### src/rtl/if_prefetch_queue.sv
// ---------------------------------------------------------------------------
// if_prefetch_queue
//
// Instruction-fetch front end for the five-stage DLX pipeline. Issues
// sequential word fetches to a variable-latency instruction memory and
// buffers the returned words, tagged with their PC+4, in a small FIFO.
// Decode sees the FIFO head. A branch/jump redirect from ID flushes the
// queue and restarts fetch at the target.
//
// Ports
//   clk              pipeline clock, all state changes on the rising edge
//   reset            synchronous, active-high reset
//   imem_req         fetch request, held until imem_ack
//   imem_addr        word-aligned fetch address, stable while waiting
//   imem_ack         request complete, imem_rdata valid this cycle
//   imem_rdata       fetched instruction word (bit 0 = MSB)
//   redirect         taken branch/jump: flush and refetch from redirect_pc
//   redirect_pc      redirect target
//   stall            ID cannot accept an instruction this cycle
//   inst_id          head instruction (zero when valid_id = 0)
//   pc_plus_four_id  PC+4 of the head instruction (zero when valid_id = 0)
//   valid_id         head entry valid
// ---------------------------------------------------------------------------
module if_prefetch_queue #(
    parameter int          DEPTH    = 4,
    parameter logic [31:0] RESET_PC = 32'h0000_0000
) (
    input  logic        clk,
    input  logic        reset,
    output logic        imem_req,
    output logic [31:0] imem_addr,
    input  logic        imem_ack,
    input  logic [0:31] imem_rdata,
    input  logic        redirect,
    input  logic [31:0] redirect_pc,
    input  logic        stall,
    output logic [0:31] inst_id,
    output logic [31:0] pc_plus_four_id,
    output logic        valid_id
);

    localparam int             AW      = $clog2(DEPTH);
    localparam logic [AW:0]    DEPTH_C = (AW + 1)'(DEPTH);

    // Fetch state
    logic [31:0]   fetch_pc_reg;
    logic [31:0]   req_addr_reg;      // address of the request currently held on the bus
    logic          outstanding_reg;   // a request was issued and has not been acked yet
    logic          drop_reg;          // the in-flight response belongs to a flushed stream
    logic          started_reg;       // holds off fetching for one cycle after reset

    // Queue state
    logic [AW-1:0] rd_ptr_reg;
    logic [AW-1:0] wr_ptr_reg;
    logic [AW:0]   count_reg;
    logic [0:31]   inst_mem [DEPTH];
    logic [31:0]   pc4_mem  [DEPTH];

    logic          accept;
    logic          push;
    logic          pop;
    logic [DEPTH-1:0] wen;

    // A request that is already on the bus stays up until acked; a new one is
    // only started when the queue has room for its response. The queue never
    // holds more than DEPTH entries because at most one request is in flight.
    assign imem_req  = !reset && started_reg && (outstanding_reg || (count_reg < DEPTH_C));

    // The held address is latched so a redirect that rewrites fetch_pc cannot
    // disturb a request still waiting for its ack.
    assign imem_addr = outstanding_reg ? req_addr_reg : fetch_pc_reg;

    assign accept = imem_req && imem_ack;
    assign push   = accept && !drop_reg && !redirect;
    assign valid_id = (count_reg != '0);
    assign pop    = valid_id && !stall && !redirect;

    assign inst_id         = valid_id ? inst_mem[rd_ptr_reg] : '0;
    assign pc_plus_four_id = valid_id ? pc4_mem[rd_ptr_reg]  : '0;

    // One-hot write enable per queue slot
    generate
        for (genvar gi = 0; gi < DEPTH; gi++) begin : g_wen
            assign wen[gi] = push && (wr_ptr_reg == AW'(gi));
        end
    endgenerate

    // Storage: no reset needed, the outputs are gated by valid_id
    always_ff @(posedge clk) begin
        for (int i = 0; i < DEPTH; i++) begin
            if (wen[i]) begin
                inst_mem[i] <= imem_rdata;
                pc4_mem[i]  <= imem_addr + 32'd4;
            end
        end
    end

    // Fetch control
    always_ff @(posedge clk) begin
        if (reset) begin
            fetch_pc_reg    <= RESET_PC;
            req_addr_reg    <= RESET_PC;
            outstanding_reg <= 1'b0;
            drop_reg        <= 1'b0;
            started_reg     <= 1'b0;
        end else begin
            started_reg <= 1'b1;

            if (imem_req) begin
                req_addr_reg <= imem_addr;
            end
            outstanding_reg <= imem_req && !imem_ack;

            // A redirect while a request is still waiting marks its response as
            // stale. A second redirect keeps the mark because the same request
            // is still waiting; an ack in the redirect cycle is simply ignored.
            if (redirect) begin
                drop_reg <= imem_req && !imem_ack;
            end else if (accept) begin
                drop_reg <= 1'b0;
            end

            if (redirect) begin
                fetch_pc_reg <= redirect_pc;
            end else if (push) begin
                fetch_pc_reg <= fetch_pc_reg + 32'd4;
            end
        end
    end

    // Queue pointers and occupancy
    always_ff @(posedge clk) begin
        if (reset || redirect) begin
            rd_ptr_reg <= '0;
            wr_ptr_reg <= '0;
            count_reg  <= '0;
        end else begin
            if (push) begin
                wr_ptr_reg <= wr_ptr_reg + 1'b1;
            end
            if (pop) begin
                rd_ptr_reg <= rd_ptr_reg + 1'b1;
            end
            case ({push, pop})
                2'b10:   count_reg <= count_reg + 1'b1;
                2'b01:   count_reg <= count_reg - 1'b1;
                default: count_reg <= count_reg;
            endcase
        end
    end

endmodule

### config.mk
export PLATFORM = sky130hd
export DESIGN_NAME = if_prefetch_queue
export DESIGN_NICKNAME = d
export VERILOG_FILES = /design/src/rtl/if_prefetch_queue.sv
export SDC_FILE = /design/constraint.sdc
export NUM_CORES = 1
export LEC_CHECK = 0
export ABC_AREA = 1
export BUFFER_PORTS_ARGS = -buffer_cell sky130_fd_sc_hd__buf_2
export CORE_MARGIN = 3
export CORE_UTILIZATION = 63
export CTS_BUF_LIST = sky130_fd_sc_hd__clkbuf_16
export CTS_CLUSTER_DIAMETER = 30
export DETAILED_ROUTE_END_ITERATION = 16
export GPL_TIMING_DRIVEN = 0
export PLACE_DENSITY = 0.85
export RECOVER_POWER = 50
export SKIP_CTS_REPAIR_TIMING = 1
export SLEW_MARGIN = 20
export SYNTH_ARGS = -nofsm -noshare
export SYNTH_HDL_FRONTEND = slang
export SYNTH_SLANG_ARGS = --single-unit
### constraint.sdc
create_clock -name clk -period 6.8 [get_ports clk]
set_input_delay 0 -clock clk [delete_from_list [all_inputs] [get_ports clk]]
set_output_delay 0 -clock clk [all_outputs]
set_load 0.1 [all_outputs]
==> results of run 1 <==
## Yosys cell counts (9+ instances only)
master	count	area, µm²
inv_1	117	439
edfxtp_1	256	7690
o21ai_2	18	158
clkbuf_1	50	188
a21oi_1	101	505
nand4_1	9	56.3
buf_1	17	63.8
o21ai_0	197	986
dfxtp_1	76	1520
xor2_1	16	140
nand2_1	218	818
nand3_1	60	300
nor2_1	392	1470
## cell type report
cell class / count / area (µm²)
tap: 313 / 392
buffer: 76 / 312
sequential: 332 / 9210
clock inverter: 48 / 558
multi-input combinational: 1079 / 4930
clock buffer: 57 / 1430
fill: 1274 / 4050
inverter: 123 / 462
timing repair buffer: 246 / 1640
## per-layer routing
metal,share of wire (%),wire length [µm],vias to the layer above,global-route usage [%]
li1,-,-,6041,-
met2,50,23800,986,59.7
met3,9.8,4660,191,6.04
met5,0,0,-,0
met1,36,17000,6258,42.6
met4,4.7,2250,0,12.7
## power by group through the flow
stage / registers [mW] / clock network (mW) / logic, mW
floorplan: 2.28 / 0 / 0.301
global placement: 2.29 / 0 / 0.400
detailed placement: 2.29 / 0 / 0.412
CTS: 2.25 / 2.93 / 0.418
global route: 2.25 / 3.04 / 0.475
finish: 2.25 / 2.94 / 0.452
## worst min-delay path: stages
cell	delay, ns
dlygate4sd3_1	0.52
buf_2	0.14
nor2_1	0.05
## stage by stage
step	std cells	hold slack [ns]	power (mW)
after floorplan	1610	0.0724	2.58
after global placement	2088	0.211	2.69
after detailed placement	2097	0.220	2.70
after CTS	2202	-0.373	5.59
after global routing	2274	0.210	5.76
final	2274	0.195	5.64
## how the worst min path moves through the flow
stage | startpoint | to | cells past startpoint
6_report | imem_ack | outstanding_reg$_SDFF_PP0_ | 3
5_1_grt | imem_ack | outstanding_reg$_SDFF_PP0_ | 3
4_1_cts | imem_rdata[12] | inst_mem[3][19]$_DFFE_PP_ | 1
3_5_place_dp | imem_rdata[8] | inst_mem[0][23]$_DFFE_PP_ | 1
3_3_place_gp | imem_rdata[14] | inst_mem[3][17]$_DFFE_PP_ | 1
2_1_floorplan | imem_ack | outstanding_reg$_SDFF_PP0_ | 1
## cells by family after synthesis
logic type                 synth area share (%)
DFF                                        61.6
adders and majority gates                 0.719
and+or+nand+nor                            19.2
AOI/OAI and AO/OA                          12.1
xor gates and xnor gates                   1.17
buffers and inverters                      5.27
==> summary.md, run 1 <==
| Metric | Value |
|---|---|
| Fin worst setup slack | `3.01 ns` |
| Worst r2r src | `outstanding_reg$_SDFF_PP0_` |
| CP endpoint kind | `flip-flop` |
| Arr. time, crit path | `4.03 ns` |
| FF-to-FF setup slack | `3.01 ns` |
| Dpl cell area | `0.0164 mm²` |
| Worst path slowest cell | `clkbuf_1` |
| Clk sinks | `332` |
| Rel. slew slack | `-9.16%` |
| I/O Pins | `167` |
| Vias in the first global route | `between 10,000 and 15,000` |
| Design area | `0.0189 mm²` |
| CTS tree | `yes` |
| Vias | `about 13,000` |
| Setup tns final | `0 ns` |
| Number of synthesized register bits | `between 300 and 400` |
| Pleak | `7.24 nW` |
| CP Max Fanout | `23` |
| Crit-path max cell delay | `1.21 ns` |
| Gate count of the mapped netlist | `1,610` |
| Failing checks | `capacitance limit, slew limit` |
| Seq/Total Area, Yosys | `61.6%` |
| Largest regs | `inst_mem (128), pc4_mem (128)` |
| Unrepaired setup endpoints after global routing | `false` |
| Worst r2r path cells | `9` |
| Most common cell after layout, fill and taps aside | `nor2_1` |
| Routability cong. | `a little over 0.9` |
| Sw power | `1.43 mW` |
| Top FF cell, synth | `edfxtp_1` |
| Post-synth EDFFs | `256` |
| First-pass GRT wire length | `68.7 mm` |
| Clk pwr share | `52.2%` |
| Crit Path Class | `flip-flop to flip-flop` |
| GRT Overall Usage | `between 30 and 40%` |
| Initial drt markers | `1,861` |
| PwrDens | `between 200 and 300 mW/mm²` |
| Synth cell types | `36` |
| Initial Util | `65.1%` |
| Share of cells above drive strength 1 | `12.2%` |
| Mapped cell area | `0.0150 mm²` |
| CTS Buf Count | `56` |
| Worst-Margin Slew | `about 1.6 ns` |
| Grt ovf | `0` |
| CP endpoint | `pc4_mem[1][26]$_DFFE_PP_` |
| Internal power | `4.22 mW` |
| Skew-Pair Late Insertion Delay | `0.57 ns` |
| Largest net degree at the start of global routing | `26` |
| Max-capacitance violation count | `1` |
| DIE WIDTH | `roughly 160 µm` |
| Die H | `160 µm` |
| Routed len/inst | `21.0 µm` |
| WP buf/inv | `4` |
| Worst Skew | `0.0310 ns` |
| Period utilization | `55.7%` |
| Syn Nets | `1,687` |
| Leading cell types in the layout, fill and taps excluded | `nor2_1 (395), edfxtp_1 (256), nand2_1 (220), o21ai_0 (201)` |
| Estimated wirelength of the detail-placed design | `28.8 mm` |
| Post-synthesis async set-or-reset flop share | `0%` |
| DRC viols | `0` |
| Origin of the worst setup path | `outstanding_reg$_SDFF_PP0_` |
| Min Tclk post-route | `3.79 ns` |
| Ant. Diodes | `0` |
| Avg Cell Area, Syn | `9.29 µm²` |
| R2R Path End | `pc4_mem[1][26]$_DFFE_PP_` |
| Max Clk Rate | `264 MHz` |
| IR drop worst, VDD | `216 µV` |
| Req. time, crit path | `7.04 ns` |
| Status | `finished, violations left` |
| Die area | `0.0256 mm²` |
| Antenna violations before repair | `0` |
| Switching share of power | `between 20 and 30%` |
| CP delay by family, top | `buffers and inverters` |
| Core area | `about 0.023 mm²` |
| Vias per cell | `5.93` |
| Site Rows | `55` |
| HP Class | `input port to flip-flop` |
| Placement Setup Slack | `3.80 ns` |
| Max H-tree Level | `2` |
| Total Wirelength | `47.7 mm` |
| Area delta synth->final | `26.6%` |
| Clock Tree Buf Depth | `3` |
| Net count, final | `1,991` |
| Final Setup Violations | `0` |
| Cell count along the critical path | `9` |
| Final core utilization | `82.4%` |
| Port Buf Inserts | `165` |
| Final antenna-violating net count | `0` |
| Syn. warnings | `0` |
| Root buf cell | `clkbuf_16` |
| DR pass1 iterations | `6` |
| Critical-path cell list | `inv_1 -> nand2_1 -> nand3_1 -> nor2_1 -> nand2_1 -> clkbuf_1 -> nor2_1 -> clkbuf_1 -> buf_12` |
| Final hold viol count | `0` |
| CTS clock-pin slew for the worst setup and hold paths | `roughly 0.05 ns` |
| Part of the power in registers | `39.8%` |
| Max-slew violations | `21` |
| Crit start category | `flip-flop` |
| Combinational power share | `about 8.0%` |
(Power assumes the default switching activity.)
==> run 2, diff against run 1 <==
--- a/config.mk
+++ b/config.mk
@@ -8,12 +8,12 @@
 export ABC_AREA = 1
 export BUFFER_PORTS_ARGS = -buffer_cell sky130_fd_sc_hd__buf_2
 export CORE_MARGIN = 3
-export CORE_UTILIZATION = 63
+export CORE_UTILIZATION = 53
 export CTS_BUF_LIST = sky130_fd_sc_hd__clkbuf_16
 export CTS_CLUSTER_DIAMETER = 30
 export DETAILED_ROUTE_END_ITERATION = 16
 export GPL_TIMING_DRIVEN = 0
-export PLACE_DENSITY = 0.85
+export PLACE_DENSITY = 0.76
 export RECOVER_POWER = 50
 export SKIP_CTS_REPAIR_TIMING = 1
 export SLEW_MARGIN = 20
==> constraint.sdc (replaced) <==
create_clock -name clk -period 3.2 [get_ports clk]
set_input_delay 0 -clock clk [delete_from_list [all_inputs] [get_ports clk]]
set_output_delay 0 -clock clk [all_outputs]
set_load 0.1 [all_outputs]
==> run 2 against run 1 <==
The flow finishes with violations (hold timing); die area increased by 18%; non-clock buffer count decreased by 2; count of clock-buffer cells in the layout increased by 13; sequential power increased by 110%; critical path depth unchanged.
==> summary.md, run 2 (synthesized netlist as in run 1, its figures left out) <==
| Metric | Value |
|---|---|
| CTS Buf Count | `70 (was 56)` |
| Pleak | `7.48 nW (was 7.24 nW)` |
| Vias | `12,900 (was 13,500)` |
| PwrDens | `662 mW/mm² (was 298 mW/mm²)` |
| Pwr Total | `12.9 mW (was 5.64 mW)` |
| Skew-Pair Late Insertion Delay | `0.57 ns (about the same)` |
| Number of fill cells in the layout | `1,988 (was 1,274)` |
| Vias in the first global route | `12,400 (was 12,700)` |
| CP Max Fanout | `9 (was 23)` |
| CTS tree | `yes (unchanged)` |
| Share of cells above drive strength 1 | `13.1% (was 12.2%)` |
| Final antenna-violating net count | `0 (unchanged)` |
| Worst-Margin Slew | `1.28 ns (was 1.64 ns)` |
| Arr. time, crit path | `3.39 ns (was 4.03 ns)` |
| DR pass1 iterations | `5 (was 6)` |
| Max-capacitance violation count | `0 (was 1)` |
| Antenna violations before repair | `0 (unchanged)` |
| GRT Overall Usage | `28.1% (was 34.1%)` |
| Design area | `0.0195 mm² (was 0.0189 mm²)` |
| Crit start category | `flip-flop (unchanged)` |
| Hold depth | `2 (was 3)` |
| IR drop worst, VDD | `359 µV (was 216 µV)` |
| CP endpoint kind | `flip-flop (unchanged)` |
| Hold Path End | `fetch_pc_reg[19]$_SDFFE_PP0N_ (was outstanding_reg$_SDFF_PP0_)` |
| Leading cell types in the layout, fill and taps excluded | `nor2_1 (395), edfxtp_1 (256), nand2_1 (219), o21ai_0 (200), inv_1 (126) (was nor2_1 (395), edfxtp_1 (256), nand2_1 (220), o21ai_0 (201))` |
| Final hold viol count | `3 (was 0)` |
| Status | `finished, violations left (unchanged)` |
| Most common cell after layout, fill and taps aside | `nor2_1 (unchanged)` |
| DIE WIDTH | `174 µm (was 160 µm)` |
| Initial drt markers | `1,346 (was 1,861)` |
| Req. time, crit path | `3.53 ns (was 7.04 ns)` |
| I/O Pins | `167 (unchanged)` |
| Final Setup Violations | `0 (unchanged)` |
| Worst r2r path cells | `9 (unchanged)` |
| Clk sinks | `332 (unchanged)` |
| Crit Path Class | `flip-flop to flip-flop (unchanged)` |
| Dpl cell area | `0.0166 mm² (was 0.0164 mm²)` |
| Largest regs | `inst_mem (128), pc4_mem (128) (unchanged)` |
| Worst Skew | `0.0196 ns (was 0.0310 ns)` |
| Unrepaired setup endpoints after global routing | `false (unchanged)` |
| Max-slew violations | `0 (was 21)` |
| Worst r2r src | `outstanding_reg$_SDFF_PP0_ (unchanged)` |
| Net count, final | `2,003 (was 1,991)` |
| Setup tns final | `0 ns (unchanged)` |
| First-pass GRT wire length | `66.8 mm (was 68.7 mm)` |
| Die H | `174 µm (was 160 µm)` |
| Hold Slack | `-0.0116 ns (was 0.195 ns)` |
| Port Buf Inserts | `165 (unchanged)` |
| Total Wirelength | `44.4 mm (was 47.7 mm)` |
| Area delta synth->final | `30.1% (was 26.6%)` |
| Vias per cell | `5.50 (was 5.93)` |
| Hold path startpoint | `reset (was imem_ack)` |
| Site Rows | `60 (was 55)` |
| Period utilization | `95.6% (was 55.7%)` |
| Failing checks | `hold timing (was capacitance limit, slew limit)` |
| Core area | `0.0273 mm² (was 0.0230 mm²)` |
| Rel. slew slack | `15.1% (was -9.16%)` |
| Max H-tree Level | `3 (was 2)` |
| DRC viols | `0 (unchanged)` |
| Routed len/inst | `18.9 µm (was 21.0 µm)` |
| R2R Path End | `pc4_mem[3][18]$_DFFE_PP_ (was pc4_mem[1][26]$_DFFE_PP_)` |
| FF-to-FF setup slack | `0.14 ns (was 3.01 ns)` |
| CTS clock-pin slew for the worst setup and hold paths | `0.05 ns (about the same)` |
| Root buf cell | `clkbuf_16 (unchanged)` |
| Max Clk Rate | `327 MHz (was 264 MHz)` |
| HP Class | `input port to flip-flop (unchanged)` |
| Initial Util | `54.7% (was 65.1%)` |
| Min Tclk post-route | `3.06 ns (was 3.79 ns)` |
| Largest net degree at the start of global routing | `25 (was 26)` |
| Die area | `0.0303 mm² (was 0.0256 mm²)` |
| Ant. Diodes | `0 (unchanged)` |
| Routability cong. | `0.974 (was 0.927)` |
| Estimated wirelength of the detail-placed design | `29.0 mm (was 28.8 mm)` |
| Clock Tree Buf Depth | `3 (unchanged)` |
| Grt ovf | `0 (unchanged)` |
[run 2: cell count changes in the layout (fill, tap and decap cells not counted), moves of 6 or more]
cell,delta
clkinv_1,+9
clkbuf_16,+13
clkinv_4,-6
clkbuf_1,-6
buf_16,+6
[run 2: worst max-delay path by stage]
stage                               start                         to  slack (ns)  depth (start not counted)
4_1_cts         count_reg[2]$_SDFFE_PP0P_        pc_plus_four_id[21]        0.03                          5
3_3_place_gp   outstanding_reg$_SDFF_PP0_  inst_mem[3][31]$_DFFE_PP_       -0.42                          7
3_5_place_dp   outstanding_reg$_SDFF_PP0_   inst_mem[0][2]$_DFFE_PP_        0.27                          9
6_report       outstanding_reg$_SDFF_PP0_   pc4_mem[3][18]$_DFFE_PP_        0.14                          9
2_1_floorplan  outstanding_reg$_SDFF_PP0_    pc4_mem[0][0]$_DFFE_PP_       -0.29                          2
5_1_grt                         flip-flop         pc_plus_four_id[4]       0.007                          7
[run 2: critical path, cell delays in order, from the launching register on]
cell and delay [ns]:
dfxtp_1 0.44, inv_1 0.20, o21ai_0 0.52, ha_1 0.30
nand3_1 0.22, nor2_1 0.45, inv_2 0.13, nor2_4 0.17
nand2_1 0.09, xor2_1 0.32
[run 2: power breakdown]
part / switching, mW / leakage (nW) / total (mW) / internal (mW)
clock: 2.34 / 1.16 / 7.15 / 4.80
sequential: 0.0512 / 2.95 / 4.78 / 4.73
combinational: 0.737 / 3.37 / 0.951 / 0.213
[run 2: final cells by class]
cell class	count	area [µm²]	area share (%)
Multi-Input combinational cell	1079	4950	25.4
Tap cell	372	465	2.39
Timing Repair Buffer	244	1700	8.75
Buffer	76	320	1.65
Clock buffer	70	1750	9.00
Clock inverter	57	606	3.11
Inverter	123	462	2.37
Sequential cell	332	9210	47.3
[run 2: metal layers]
metal,global-route usage [%],up-vias,share of wire (%)
met5,0,-,0
met4,12.1,0,3.5
met3,5.90,110,7.7
met2,48.2,656,50
met1,34.3,6100,39
li1,-,6081,-
[run 2: per-stage QoR]
stage / util (%) / setup slack [ns] / cells
floorplan: - / -0.293 / 1610
global placement: 59.6 / -0.420 / 2147
detailed placement: 60.6 / 0.265 / 2158
CTS: 69.2 / 0.0292 / 2285
global route: 71.2 / 0.00727 / 2353
finish: 71.2 / 0.141 / 2353
==> run 3, diff against run 2 <==
--- a/config.mk
+++ b/config.mk
@@ -7,13 +7,15 @@
 export LEC_CHECK = 0
 export ABC_AREA = 1
 export BUFFER_PORTS_ARGS = -buffer_cell sky130_fd_sc_hd__buf_2
+export CELL_PAD_IN_SITES_DETAIL_PLACEMENT = 1
+export CELL_PAD_IN_SITES_GLOBAL_PLACEMENT = 1
 export CORE_MARGIN = 3
-export CORE_UTILIZATION = 53
+export CORE_UTILIZATION = 41
 export CTS_BUF_LIST = sky130_fd_sc_hd__clkbuf_16
 export CTS_CLUSTER_DIAMETER = 30
 export DETAILED_ROUTE_END_ITERATION = 16
 export GPL_TIMING_DRIVEN = 0
-export PLACE_DENSITY = 0.76
+export PLACE_DENSITY_LB_ADDON = 0.1
 export RECOVER_POWER = 50
 export SKIP_CTS_REPAIR_TIMING = 1
 export SLEW_MARGIN = 20
==> run 3 against run 2 <==
The flow still finishes with violations (hold timing); first-iteration DRC count shrank 52%; register-to-register slack improved by 0.04 ns; sequential power barely moved; clock power is 14% higher; non-clock buffer count is 2 higher; combinational power up 3.6%; power is 8.2% higher; critical path type unchanged.
==> summary.md, run 3 (synthesized netlist as in run 1, its figures left out) <==
| Metric | Value |
|---|---|
| Largest regs | `inst_mem (128), pc4_mem (128) (unchanged)` |
| Initial Util | `41.8% (was 54.7%)` |
| Crit start category | `flip-flop (unchanged)` |
| Status | `finished, violations left (unchanged)` |
| CP delay by family, top | `simple AND/OR/NAND/NOR gates (unchanged)` |
| Site Rows | `69 (was 60)` |
| Setup tns final | `0 ns (unchanged)` |
| Max Clk Rate | `331 MHz (was 327 MHz)` |
| Critical-path cell list | `inv_2 -> nand2_2 -> nand3_1 -> nor2_1 -> nand2_1 -> buf_1 -> nor2_4 -> buf_12 (was inv_1 -> o21ai_0 -> ha_1 -> nand3_1 -> nor2_1 -> inv_2 -> nor2_4 -> nand2_1 -> xor2_1)` |
| Total Wirelength | `50.4 mm (was 44.4 mm)` |
| Dpl cell area | `0.0166 mm² (about the same)` |
| CTS tree | `yes (unchanged)` |
| Design area | `0.0200 mm² (was 0.0195 mm²)` |
| Min Tclk post-route | `3.02 ns (was 3.06 ns)` |
| Final core utilization | `56.1% (was 71.2%)` |
| Placement Setup Slack | `0.0595 ns (was 0.265 ns)` |
| Antenna violations before repair | `0 (unchanged)` |
| Routed len/inst | `20.4 µm (was 18.9 µm)` |
| PwrDens | `696 mW/mm² (was 662 mW/mm²)` |
| Worst-Margin Slew | `0.947 ns (was 1.28 ns)` |
| I/O Pins | `167 (unchanged)` |
| Vias | `13,000 (was 12,900)` |
| Root buf cell | `clkbuf_16 (unchanged)` |
| CTS clock-pin slew for the worst setup and hold paths | `0.04 ns (was 0.05 ns)` |
| CTS Buf Count | `80 (was 70)` |
| CP endpoint kind | `flip-flop (unchanged)` |
| Share of cells above drive strength 1 | `16.5% (was 13.1%)` |
| GRT Overall Usage | `25.5% (was 28.1%)` |
| Vias in the first global route | `13,500 (was 12,400)` |
| Net count, final | `2,016 (was 2,003)` |
| Non-filler cells, final | `2,467 (was 2,353)` |
| Die H | `197 µm (was 174 µm)` |
| Clk sinks | `332 (unchanged)` |
| Crit-path max cell delay | `0.77 ns (was 0.52 ns)` |
| Crit Path Class | `flip-flop to flip-flop (unchanged)` |
| Placed cell count | `2,246 (was 2,158)` |
| Final Setup Violations | `0 (unchanged)` |
| DR pass1 iterations | `5 (unchanged)` |
| CP Max Fanout | `23 (was 9)` |
| Failing checks | `hold timing (unchanged)` |
| Hold Slack | `-0.0193 ns (was -0.0116 ns)` |
| Internal power | `10.5 mW (was 9.75 mW)` |
| Most common cell after layout, fill and taps aside | `nor2_1 (unchanged)` |
| Worst path slowest cell | `nor2_4 (was o21ai_0)` |
| Die area | `0.0388 mm² (was 0.0303 mm²)` |
| Cell count along the critical path | `8 (was 9)` |
| Combinational power share | `7.1% (was 7.4%)` |
| Vias per cell | `5.26 (was 5.50)` |
| Worst r2r path cells | `8 (was 9)` |
| Req. time, crit path | `3.48 ns (was 3.53 ns)` |
| HP Class | `input port to flip-flop (unchanged)` |
| Max-capacitance violation count | `0 (unchanged)` |
| Final antenna-violating net count | `0 (unchanged)` |
| Hold depth | `2 (unchanged)` |
| DIE WIDTH | `197 µm (was 174 µm)` |
| Leading cell types in the layout, fill and taps excluded | `nor2_1 (388), edfxtp_1 (256), nand2_1 (218), o21ai_0 (197), buf_2 (136) (was nor2_1 (395), edfxtp_1 (256), nand2_1 (219), o21ai_0 (200), inv_1 (126))` |
| Pwr Total | `13.9 mW (was 12.9 mW)` |
| Skew-Pair Late Insertion Delay | `0.59 ns (was 0.57 ns)` |
| Initial drt markers | `645 (was 1,346)` |
| Unrepaired setup endpoints after global routing | `true (was false)` |
| Period utilization | `94.4% (was 95.6%)` |
| Part of the power in registers | `34.3% (was 37.1%)` |
| Arr. time, crit path | `3.29 ns (was 3.39 ns)` |
| First-pass GRT wire length | `76.2 mm (was 66.8 mm)` |
| Final hold viol count | `3 (unchanged)` |
| Worst Skew | `0.0233 ns (was 0.0196 ns)` |
| Sw power | `3.41 mW (was 3.13 mW)` |
| Estimated wirelength of the detail-placed design | `33.8 mm (was 29.0 mm)` |
| Ant. Diodes | `0 (unchanged)` |
| Max-slew violations | `0 (unchanged)` |
| Rel. slew slack | `36.8% (was 15.1%)` |
| Routability cong. | `0.878 (was 0.974)` |
| Port Buf Inserts | `165 (unchanged)` |
| Pleak | `7.80 nW (was 7.48 nW)` |
| Clock Tree Buf Depth | `3 (unchanged)` |
| Largest net degree at the start of global routing | `24 (was 25)` |
| DRC viols | `0 (unchanged)` |
| WP buf/inv | `3 (was 2)` |
| Core area | `0.0357 mm² (was 0.0273 mm²)` |
| Fin worst setup slack | `0.180 ns (was 0.141 ns)` |
| Max H-tree Level | `3 (unchanged)` |
| Switching share of power | `24.4% (was 24.3%)` |
| Area delta synth->final | `34.0% (was 30.1%)` |
| Grt ovf | `0 (unchanged)` |
| Number of fill cells in the layout | `4,031 (was 1,988)` |
| IR drop worst, VDD | `410 µV (was 359 µV)` |
| Clk pwr share | `58.6% (was 55.5%)` |
-- run 3: cell types whose count changed in the layout (fill, tap and decap cells not counted), moves of 5 or more --
cell,change
nor2_2,+6
nor2_1,-7
clkbuf_1,-37
buf_12,+5
clkbuf_16,+11
buf_2,+36
clkinv_4,+7
buf_16,-5
-- run 3: cell type report --
cell class / instances / area, µm² / share of cell area, %
sequential: 332 / 9210 / 46.0
clock buffer: 81 / 2030 / 10.1
inverter: 123 / 462 / 2.30
multi-input combinational: 1080 / 5000 / 24.9
clock inverter: 68 / 719 / 3.59
timing repair buffer: 246 / 1720 / 8.57
buffer: 76 / 330 / 1.65
tap: 461 / 577 / 2.88
-- run 3: power by group through the flow --
| stage | Sequential [mW] | Combinational [mW] | Clock (mW) |
|---|---|---|---|
| 6_report | 4.78 | 0.985 | 8.17 |
| 5_1_grt | 4.79 | 1.06 | 8.54 |
| 4_1_cts | 4.78 | 0.923 | 8.27 |
| 3_5_place_dp | 4.86 | 0.915 | 0 |
| 3_3_place_gp | 4.86 | 0.891 | 0 |
| 2_1_floorplan | 4.84 | 0.640 | 0 |
-- run 3: path summary, 6_finish.rpt --
kind | startpoint | slack (ns) | to
worst max-delay path | outstanding_reg$_SDFF_PP0_ | 0.18 | pc4_mem[2][27]$_DFFE_PP_
worst min register to register | req_addr_reg[18]$_SDFFE_PP0N_ | 0.45 | req_addr_reg[18]$_SDFFE_PP0N_
worst min-delay path | reset | -0.02 | fetch_pc_reg[14]$_SDFFE_PP0N_
worst max register to register | outstanding_reg$_SDFF_PP0_ | 0.18 | pc4_mem[2][27]$_DFFE_PP_
-- run 3: metal layers --
| layer | vias to the layer above | GRT usage [%] | routed length [µm] | share of wire, % |
|---|---|---|---|---|
| met5 | - | 0 | 0 | 0 |
| li1 | 6121 | - | - | - |
| met4 | 0 | 9.40 | 1180 | 2.3 |
| met3 | 80 | 4.80 | 2470 | 4.9 |
| met2 | 345 | 44.1 | 25300 | 50 |
| met1 | 6438 | 32.1 | 21500 | 43 |
